`src/rtl/char_write_scheduler_pkg.sv`:
```
// Shared terminal geometry and scheduler state encoding, used by the
// command handler, the char buffer and the char write scheduler.
package char_write_scheduler_pkg;

   localparam int unsigned TERM_ROWS      = 25;
   localparam int unsigned TERM_COLS      = 80;
   localparam int unsigned TERM_ADDR_BITS = 11;
   localparam int unsigned TERM_CELLS     = TERM_ROWS * TERM_COLS;

   typedef enum logic [0:0] {
      ST_IDLE = 1'b0,
      ST_FILL = 1'b1
   } sched_state_e;

endpackage

```
`src/rtl/char_write_scheduler_fill.sv`:
```
// Fill address generator: wrapping cell address plus remaining-write counter.
// Out-of-range start addresses restart at cell 0, and counts are clamped to the screen size.
module fill_counter
   import char_write_scheduler_pkg::*;
#(
   parameter int unsigned ADDR_BITS = TERM_ADDR_BITS,
   parameter int unsigned CELLS     = TERM_CELLS
) (
   input  logic                 clk,
   input  logic                 reset,
   input  logic                 load_i,
   input  logic [ADDR_BITS-1:0] start_addr_i,
   input  logic [ADDR_BITS:0]   count_i,
   input  logic                 step_i,
   output logic [ADDR_BITS-1:0] addr_o,
   output logic                 last_o
);

   localparam int unsigned          CW        = ADDR_BITS + 1;
   localparam logic [CW-1:0]        CELLS_C   = CW'(CELLS);
   localparam logic [ADDR_BITS-1:0] LAST_ADDR = ADDR_BITS'(CELLS - 1);

   logic [ADDR_BITS-1:0] addr_q, addr_d;
   logic [CW-1:0]        rem_q, rem_d;

   always_comb begin
      addr_d = addr_q;
      rem_d  = rem_q;
      if (load_i) begin
         addr_d = ({1'b0, start_addr_i} >= CELLS_C) ? '0 : start_addr_i;
         rem_d  = (count_i > CELLS_C) ? CELLS_C : count_i;
      end else if (step_i) begin
         addr_d = (addr_q == LAST_ADDR) ? '0 : addr_q + ADDR_BITS'(1);
         rem_d  = rem_q - CW'(1);
      end
   end

   always_ff @(posedge clk) begin
      if (reset) begin
         addr_q <= '0;
         rem_q  <= '0;
      end else begin
         addr_q <= addr_d;
         rem_q  <= rem_d;
      end
   end

   assign addr_o = addr_q;
   assign last_o = (rem_q == CW'(1));

endmodule

```
`src/rtl/char_write_scheduler.sv`:
```
// Single-port char buffer write scheduler: round-robin between two requesters,
// with a fill engine that takes over the port while clearing a cell range.
module char_write_scheduler
   import char_write_scheduler_pkg::*;
#(
   parameter int unsigned ROWS      = TERM_ROWS,
   parameter int unsigned COLS      = TERM_COLS,
   parameter int unsigned ADDR_BITS = TERM_ADDR_BITS
) (
   input  logic                 clk,
   input  logic                 reset,
   input  logic                 a_valid,
   output logic                 a_ready,
   input  logic [ADDR_BITS-1:0] a_addr,
   input  logic [7:0]           a_char,
   input  logic                 b_valid,
   output logic                 b_ready,
   input  logic [ADDR_BITS-1:0] b_addr,
   input  logic [7:0]           b_char,
   input  logic                 clr_start,
   input  logic [ADDR_BITS-1:0] clr_addr,
   input  logic [ADDR_BITS:0]   clr_count,
   input  logic [7:0]           clr_char,
   output logic                 clr_busy,
   output logic                 clr_done,
   output logic                 wen,
   output logic [ADDR_BITS-1:0] waddr,
   output logic [7:0]           wdata,
   output logic                 range_err
);

   localparam int unsigned   CELLS   = ROWS * COLS;
   localparam int unsigned   CW      = ADDR_BITS + 1;
   localparam logic [CW-1:0] CELLS_C = CW'(CELLS);

   sched_state_e state_q, state_d;

   logic                 wen_q, wen_d;
   logic [ADDR_BITS-1:0] waddr_q, waddr_d;
   logic [7:0]           wdata_q, wdata_d;
   logic                 range_err_q, range_err_d;
   logic                 done_q, done_d;
   logic                 busy_q;
   logic                 gnt_b_last_q, gnt_b_last_d;
   logic [7:0]           char_q, char_d;

   logic                 fc_load, fc_step, fc_last;
   logic [ADDR_BITS-1:0] fc_addr;

   fill_counter #(
      .ADDR_BITS (ADDR_BITS),
      .CELLS     (CELLS)
   ) u_fill_counter (
      .clk          (clk),
      .reset        (reset),
      .load_i       (fc_load),
      .start_addr_i (clr_addr),
      .count_i      (clr_count),
      .step_i       (fc_step),
      .addr_o       (fc_addr),
      .last_o       (fc_last)
   );

   always_ff @(posedge clk) begin
      if (reset) state_q <= ST_IDLE;
      else       state_q <= state_d;
   end

   always_comb begin
      state_d = state_q;
      case (state_q)
         ST_IDLE: if (clr_start && (clr_count != '0)) state_d = ST_FILL;
         ST_FILL: if (fc_last) state_d = ST_IDLE;
         default: state_d = ST_IDLE;
      endcase
   end

   // Arbitration, fill write generation and next values of the registered outputs.
   always_comb begin
      a_ready      = 1'b0;
      b_ready      = 1'b0;
      wen_d        = 1'b0;
      waddr_d      = waddr_q;
      wdata_d      = wdata_q;
      range_err_d  = 1'b0;
      done_d       = 1'b0;
      gnt_b_last_d = gnt_b_last_q;
      char_d       = char_q;
      fc_load      = 1'b0;
      fc_step      = 1'b0;
      case (state_q)
         ST_IDLE: begin
            if (clr_start) begin
               fc_load = 1'b1;
               char_d  = clr_char;
               if (clr_count == '0) done_d = 1'b1;
            end else if (!reset) begin
               a_ready = a_valid && (!b_valid || gnt_b_last_q);
               b_ready = b_valid && !a_ready;
               if (a_ready) begin
                  gnt_b_last_d = 1'b0;
                  if ({1'b0, a_addr} >= CELLS_C) begin
                     range_err_d = 1'b1;
                  end else begin
                     wen_d   = 1'b1;
                     waddr_d = a_addr;
                     wdata_d = a_char;
                  end
               end else if (b_ready) begin
                  gnt_b_last_d = 1'b1;
                  if ({1'b0, b_addr} >= CELLS_C) begin
                     range_err_d = 1'b1;
                  end else begin
                     wen_d   = 1'b1;
                     waddr_d = b_addr;
                     wdata_d = b_char;
                  end
               end
            end
         end
         ST_FILL: begin
            fc_step = 1'b1;
            wen_d   = 1'b1;
            waddr_d = fc_addr;
            wdata_d = char_q;
            if (fc_last) done_d = 1'b1;
         end
         default: ;
      endcase
   end

   always_ff @(posedge clk) begin
      if (reset) begin
         wen_q        <= 1'b0;
         waddr_q      <= '0;
         wdata_q      <= '0;
         range_err_q  <= 1'b0;
         done_q       <= 1'b0;
         busy_q       <= 1'b0;
         gnt_b_last_q <= 1'b1;
         char_q       <= '0;
      end else begin
         wen_q        <= wen_d;
         waddr_q      <= waddr_d;
         wdata_q      <= wdata_d;
         range_err_q  <= range_err_d;
         done_q       <= done_d;
         busy_q       <= (state_d == ST_FILL);
         gnt_b_last_q <= gnt_b_last_d;
         char_q       <= char_d;
      end
   end

   assign wen       = wen_q;
   assign waddr     = waddr_q;
   assign wdata     = wdata_q;
   assign range_err = range_err_q;
   assign clr_done  = done_q;
   assign clr_busy  = busy_q;

endmodule

```
`config.mk`:
```
export PLATFORM = sky130hd
export DESIGN_NAME = char_write_scheduler
export DESIGN_NICKNAME = d
export VERILOG_FILES = /design/src/rtl/char_write_scheduler_pkg.sv /design/src/rtl/char_write_scheduler_fill.sv /design/src/rtl/char_write_scheduler.sv
export SDC_FILE = /design/constraint.sdc
export NUM_CORES = 1
export LEC_CHECK = 0
export BUFFER_PORTS_ARGS = -buffer_cell sky130_fd_sc_hd__buf_2
export CAP_MARGIN = 20
export CORE_ASPECT_RATIO = 1.5
export CORE_UTILIZATION = 57
export CTS_CLUSTER_DIAMETER = 80
export CTS_CLUSTER_SIZE = 20
export DETAILED_ROUTE_END_ITERATION = 7
export PLACE_DENSITY_LB_ADDON = 0.08
export SLEW_MARGIN = 20
export SYNTH_ARGS = -nofsm -noshare
export SYNTH_HDL_FRONTEND = slang
export SYNTH_HIERARCHICAL = 1
export SYNTH_SLANG_ARGS = --single-unit
```
`constraint.sdc`:
```
create_clock -name clk -period 3.3 [get_ports clk]
set_input_delay 0.495 -clock clk [delete_from_list [all_inputs] [get_ports clk]]
set_output_delay 0.495 -clock clk [all_outputs]
set_load 0.005 [all_outputs]
```
==> results of run 1 <==
-- worst register-to-register path: cells and delay by family (launching register included) --
| family | cells | cell delay [ns] |
|---|---|---|
| flops | 1 | 0.33 |
| buf+inv | 3 | 0.78 |
| compound gates | 2 | 0.65 |
| simple gates | 2 | 0.49 |
-- flip-flops by register name, indices dropped and copies added, names as in the netlist --
| register | flops |
|---|---|
| char_q | 8 |
| clr_busy | 1 |
| clr_done | 1 |
| gnt_b_last_q | 1 |
| range_err | 1 |
| u_fill_counter/addr_o | 11 |
| u_fill_counter/rem_q | 12 |
| waddr | 11 |
| wdata | 8 |
| wen | 1 |
-- power by group through the flow --
stage               Combinational (mW)  Clock [mW]  Sequential [mW]
finish                           0.395       0.531            0.777
global route                     0.436       0.565            0.782
CTS                              0.393       0.540            0.774
detailed placement               0.391           0            0.789
global placement                 0.385           0            0.787
floorplan                        0.290           0            0.775
-- logic make-up after synthesis --
kind of cell | after synthesis
mux | 21
flops | 55
xor+xnor | 5
compound gates | 117
buf+inv | 45
fa+ha+maj | 3
simple gates | 155
-- layer usage --
layer,share of wire,vias up,GRT usage,routed length (um)
li1,-,1722,-,-
met1,0.41,1694,0.350,3930
met2,0.52,114,0.508,4930
met3,0.043,22,0.0367,406
met4,0.022,0,0.0982,210
met5,0,-,0,0
-- synth_stat cells, drive strengths merged (3+ instances only) --
master | number | area share
dfxtp | 55 | 0.31
nand2 | 36 | 0.038
nand3b | 24 | 0.051
clkbuf | 23 | 0.052
o221ai | 21 | 0.051
a21oi | 20 | 0.028
nor3b | 20 | 0.043
o311ai | 20 | 0.065
mux2i | 19 | 0.053
nor2 | 15 | 0.016
buf | 13 | 0.031
nor3 | 13 | 0.018
o21ai | 12 | 0.017
inv | 9 | 0.0094
and3 | 8 | 0.014
nand3 | 8 | 0.011
nand4 | 7 | 0.012
nor4 | 7 | 0.014
o22ai | 5 | 0.0087
xnor2 | 5 | 0.012
a221oi | 4 | 0.0097
a32oi | 4 | 0.0097
o211ai | 4 | 0.0083
o21a | 4 | 0.0083
ha | 3 | 0.010
or3 | 3 | 0.0066
or4 | 3 | 0.0063
-- final cells by class --
cell class,instances,share of cell area
sequential,55,0.270
inverter,9,0.00829
tap,74,0.0227
timing repair buffer,105,0.133
clock inverter,3,0.0166
multi-input combinational,301,0.532
clock buffer,5,0.0169
-- stage by stage --
stage / util / setup slack [ns] / instance area [um2]
2_1_floorplan: - / 1.22 / 3600
3_3_place_gp: 0.642 / 0.909 / 3940
3_5_place_dp: 0.642 / 0.810 / 3940
4_1_cts: 0.665 / 1.03 / 4080
5_1_grt: 0.665 / 0.802 / 4080
6_report: 0.665 / 0.999 / 4080
-- how the worst min path moves through the flow --
stage                      from         to  slack [ns]  cells after the start
global route        clr_char[1]  char_q[1]        0.40                      3
global placement      char_q[4]  char_q[4]        0.45                      2
CTS                 clr_char[0]  char_q[0]        0.41                      3
finish              clr_char[2]  char_q[2]        0.41                      3
floorplan             char_q[0]  char_q[0]        0.44                      2
detailed placement    char_q[6]  char_q[6]        0.45                      2
==> flow_metrics.py, run 1 <==
metrics = {
    "cells_and_area": {
        "final_cell_mix": "buf_2, dfxtp_1, nand2_1, nand3b_1, o221ai_1",
        "multiInputGateArea_um2": 2170,
        "layout_commonest_cell": "buf_2",
        "fin_nets": 554,
        "instances_no_fill": 552,
        "area_growth_pct": 13.2,
        "drive_above_1_share": 0.293,
        "n_fill_cell": 574,
        "num_antenna_cells": 0,
        "ff_latch_area_um2": 1100,
    },
    "synth": {
        "synth_fa_ha_area_frac": 0.0104,
        "synth-xor-area-share": 0.0122,
        "syn_inst": 401,
        "yosysSeqAreaShare": 0.306,
        "synth_top_family_by_area": "compound AO/OA/AOI/OAI gates",
        "synth_edf_count": 0,
        "synth_area_per_cell_um2": 8.98,
        "synth_compound_area_frac": 0.265,
        "syn_area_um2": 3600,
        "yosysUniqueCellTypes": 70,
        "syn-num-nets": 478,
        "muxShareOfSynthArea": 0.0591,
        "synth_seq_cells": 55,
        "synthArstFlopShare": 0,
        "yosys_warnings": 6,
        "yosys.area_share.simple": 0.255,
        "ys_dominant_reg_cell": "dfxtp_1",
    },
    "setup_path": {
        "endpoint_kind": "flip-flop",
        "cp.arrival_ns": 2.55,
        "worst-path-buf-inv": 3,
        "worstSetupStartpoint": "clr_busy",
        "r2r-start": "clr_busy",
        "crit_path_max_incr_delay_ns": 0.46,
        "cp_data_required_time_ns": 3.55,
        "critPathLaunchType": "flip-flop",
        "crit_slowest_cell": "a21oi_1",
        "cp_max_fo": 15,
        "cp_cell_sequence": "inv_1 > nand2_1 > inv_1 > inv_1 > a21oi_1 > and2_1 > a221o_1",
        "ff2ff_path_depth": 7,
        "crit_cells": 7,
        "path_class": "reg2reg",
        "endpoint": "u_fill_counter/addr_o[9]",
        "r2r_slack_ns": 1.0,
        "critical_path.top_delay_family": "buffers and inverters",
        "path_common_cell": "inv_1",
        "r2r_end": "u_fill_counter/addr_o[9]",
    },
    "route": {
        "firstDrtPassIters": 4,
        "num_vias": 3552,
        "wirelength_mm": 9.49,
        "avgViaCountPerCell": 6.43,
        "drc_errors": 0,
        "antenna_left": 0,
        "wl_per_cell_um": 17.2,
        "initialDrtViolationCount": 349,
    },
    "placed_design": {
        "dpl.hpwl_mm": 6.83,
        "port_buffers": 98,
        "dp.cells": 544,
        "routabilityCongestion": 0.952,
    },
    "grt": {
        "grt_max_degree": 59,
        "overflow": 0,
        "grt_pass1_wl_mm": 15.1,
        "grt_pass1_vias": 3249,
        "track_usage": 0.288,
        "antenna_found_initial": 0,
    },
    "worst_hold_path": {
        "hp-class": "in2reg",
    },
    "power_and_ir_drop": {
        "internal_power_mw": 1.20,
        "switching_power_uw": 505,
        "ir_drop_v": 0.000366,
        "pwr-share-seq": 0.456,
        "p_sw_frac": 0.297,
        "power_frac_comb": 0.232,
        "power.leakage_nw": 1.61,
        "finalPower_mw": 1.70,
        "clkPwrFrac": 0.312,
        "powerDensity_nw_per_um2": 418,
    },
    "clocking": {
        "htree_num_levels": 2,
        "ctsResizeCount": 0,
        "cts.sink_count": 55,
        "post_cts.repair.setup_buffers": 0,
        "postCtsHoldBufs": 0,
        "cts_root_buf": "clkbuf_8",
        "cts_buffer_depth": 2,
        "clk_latency_ns": 0.30,
        "cts_buffers": 5,
        "clk_pin_slew_ns": 0.10,
        "cts_tree": "done",
    },
    "floorplan": {
        "initial_core_util": 0.587,
        "dieArea_um2": 6640,
        "die-width_um": 66.9,
        "core_um2": 6130,
        "ios": 99,
        "die_y_um": 99.3,
        "placementRows": 35,
    },
    "sta": {
        "fmax_ghz": 0.435,
        "min_period_over_period": 0.697,
        "final.setup_skew_ns": 0.00964,
        "setup-tns-final_ns": 0,
        "relSlewSlack": 0.450,
        "rsz0062_at_grt": "false",
        "tightest_slew_ns": 0.825,
        "slew_viol_final": 0,
        "setup_viol": 0,
        "hold_violations": 0,
        "period_minus_slack_ns": 2.30,
        "whs_ns": 0.413,
    },
    "job": {
        "drv_cap": 0,
    },
    "status": {
        "status": "completed",
    },
}
No activity file was read; power rests on OpenSTA's default activity.
==> run 2, diff against run 1 <==
- CORE_UTILIZATION: 57 -> 48
- clock period: 3.3 -> 1.8 ns (I/O delays scaled with it)
==> run 2 against run 1 <==
Net effect:
- via count increased by 4.1%
- hold slack got worse by 0.24 ns
- critical path depth did not move
- register-to-register slack worse by 0.99 ns
- worst setup slack got worse by 0.99 ns
- clock power is 37% higher
- flip-flop and latch count did not move
- highest routed layer unchanged
==> flow_metrics.py, run 2 (synthesis gave the netlist of run 1 again) <==
metrics = {
    "sta": {
        "slew_viol_final": 0,
        "setup_slack_ns": 0.00466,
        "setup_viol": 0,
        "fmax_ghz": 0.557,
        "rsz0062_at_grt": "true",
        "hold_violations": 0,
        "setup-tns-final_ns": 0,
        "period_minus_slack_ns": 1.80,
        "tightest_slew_ns": 0.472,
        "final.setup_skew_ns": 0.00961,
        "relSlewSlack": 0.685,
        "min_period_over_period": 0.997,
    },
    "job": {
        "drv_cap": 0,
    },
    "floorplan": {
        "die_y_um": 108,
        "ios": 99,
        "die-width_um": 72.7,
        "core_um2": 7230,
        "initial_core_util": 0.498,
        "dieArea_um2": 7860,
        "placementRows": 38,
    },
    "route": {
        "drc_errors": 0,
        "firstDrtPassIters": 6,
        "dr_wl_met2_mm": 5.33,
        "wl_per_cell_um": 17.0,
        "wirelength_mm": 10.3,
        "initialDrtViolationCount": 255,
        "wl_met3_um": 502,
        "antenna_left": 0,
        "avgViaCountPerCell": 6.14,
        "top_layer": "met4",
        "num_vias": 3696,
        "wl_met1_mm": 4.16,
    },
    "clocking": {
        "cts_root_buf": "clkbuf_8",
        "cts.sink_count": 55,
        "htree_num_levels": 2,
        "post_cts.repair.setup_buffers": 0,
        "clk_pin_slew_ns": 0.10,
        "cts_buffer_depth": 2,
        "cts_tree": "done",
        "clk_latency_ns": 0.32,
        "cts_buffers": 5,
    },
    "power_and_ir_drop": {
        "power.leakage_nw": 1.74,
        "finalPower_mw": 2.99,
        "ir_drop_v": 0.000416,
        "powerDensity_nw_per_um2": 687,
    },
    "status": {
        "status": "completed",
    },
    "cells_and_area": {
        "ff_latch_area_um2": 1110,
        "largest_reg_flops": 12,
        "num_antenna_cells": 0,
        "drive_above_1_share": 0.345,
        "final_cell_mix": "buf_2, dfxtp_1, nand2_1, buf_4, nand3b_1",
        "instances_no_fill": 602,
        "final_cell_area_um2": 4360,
        "n_fill_cell": 687,
        "largest-register": "u_fill_counter/rem_q",
        "area_growth_pct": 21.0,
        "fin_nets": 578,
        "multiInputGateArea_um2": 2220,
        "layout_commonest_cell": "buf_2",
    },
    "placed_design": {
        "pre_cts_ws_ns": 0.0427,
        "dpl.hpwl_mm": 7.53,
        "port_buffers": 98,
        "dpl_cell_area_um2": 4190,
        "routabilityCongestion": 0.951,
        "dp.cells": 593,
    },
    "setup_path": {
        "endpoint_kind": "flip-flop",
        "worst-path-buf-inv": 3,
        "cp_cell_sequence": "inv_1 > nand2_2 > inv_1 > buf_4 > nand2b_1 > o221a_2 > o21a_1",
        "r2r_slack_ns": 0.005,
        "cp.arrival_ns": 2.02,
        "cp_data_required_time_ns": 2.03,
        "critPathLaunchType": "flip-flop",
        "crit_path_max_incr_delay_ns": 0.36,
        "path_common_cell": "inv_1",
        "cp_max_fo": 17,
        "critical_path.top_delay_family": "buffers and inverters",
        "crit_slowest_cell": "dfxtp_4",
        "path_class": "reg2reg",
    },
    "grt": {
        "grt_pass1_wl_mm": 16.3,
        "grt_pass1_vias": 3439,
        "antenna_found_initial": 0,
        "overflow": 0,
        "grt_max_degree": 33,
        "track_usage": 0.264,
    },
    "worst_hold_path": {
        "hp-class": "in2reg",
    },
}
[run 2: layout make-up]
type                       count  area share
multi-input combinational    301       0.510
sequential                    55       0.254
timing repair buffer         129       0.179
tap                          100      0.0287
clock buffer                   7      0.0198
inverter                       9     0.00775
clock inverter                 1     0.00115
[run 2: stage by stage]
stage           util  hold slack [ns]
2_1_floorplan      -            0.349
3_3_place_gp   0.580            0.445
3_5_place_dp   0.580            0.451
4_1_cts        0.594            0.171
5_1_grt        0.603            0.185
6_report       0.603            0.178
[run 2: report_power, final]
group / switching [mW] / internal [mW] / total, mW
sequential: 0.0927 / 1.32 / 1.41
combinational: 0.454 / 0.398 / 0.852
clock: 0.414 / 0.312 / 0.726
[run 2: worst paths after layout]
path | start | to | cells after the start
setup / recovery | clr_busy | u_fill_counter/rem_q[8] | 7
hold / removal | clr_char[4] | char_q[4] | 3
setup reg to reg | clr_busy | u_fill_counter/rem_q[8] | 7
hold reg to reg | char_q[7] | char_q[7] | 2
[run 2: per-layer routing]
metal | vias to the layer above | GRT usage
met5 | - | 0
met4 | 0 | 0.109
met3 | 19 | 0.0354
met2 | 142 | 0.468
met1 | 1763 | 0.315
li1 | 1772 | -
[run 2: worst reg2reg max path: stages, from the launching register on]
cell and delay, ns:
dfxtp_4 0.36, inv_1 0.09, nand2_2 0.06, inv_1 0.32
buf_4 0.30, nand2b_1 0.11, o221a_2 0.28, o21a_1 0.18
[run 2: repair_timing]
action                                  4_1_cts  5_1_grt
endpoints found under the setup margin        2       17
hold buffers                                  0        0
cloned                                        0        1
pin swaps                                     0        1
resized for setup                             3        9
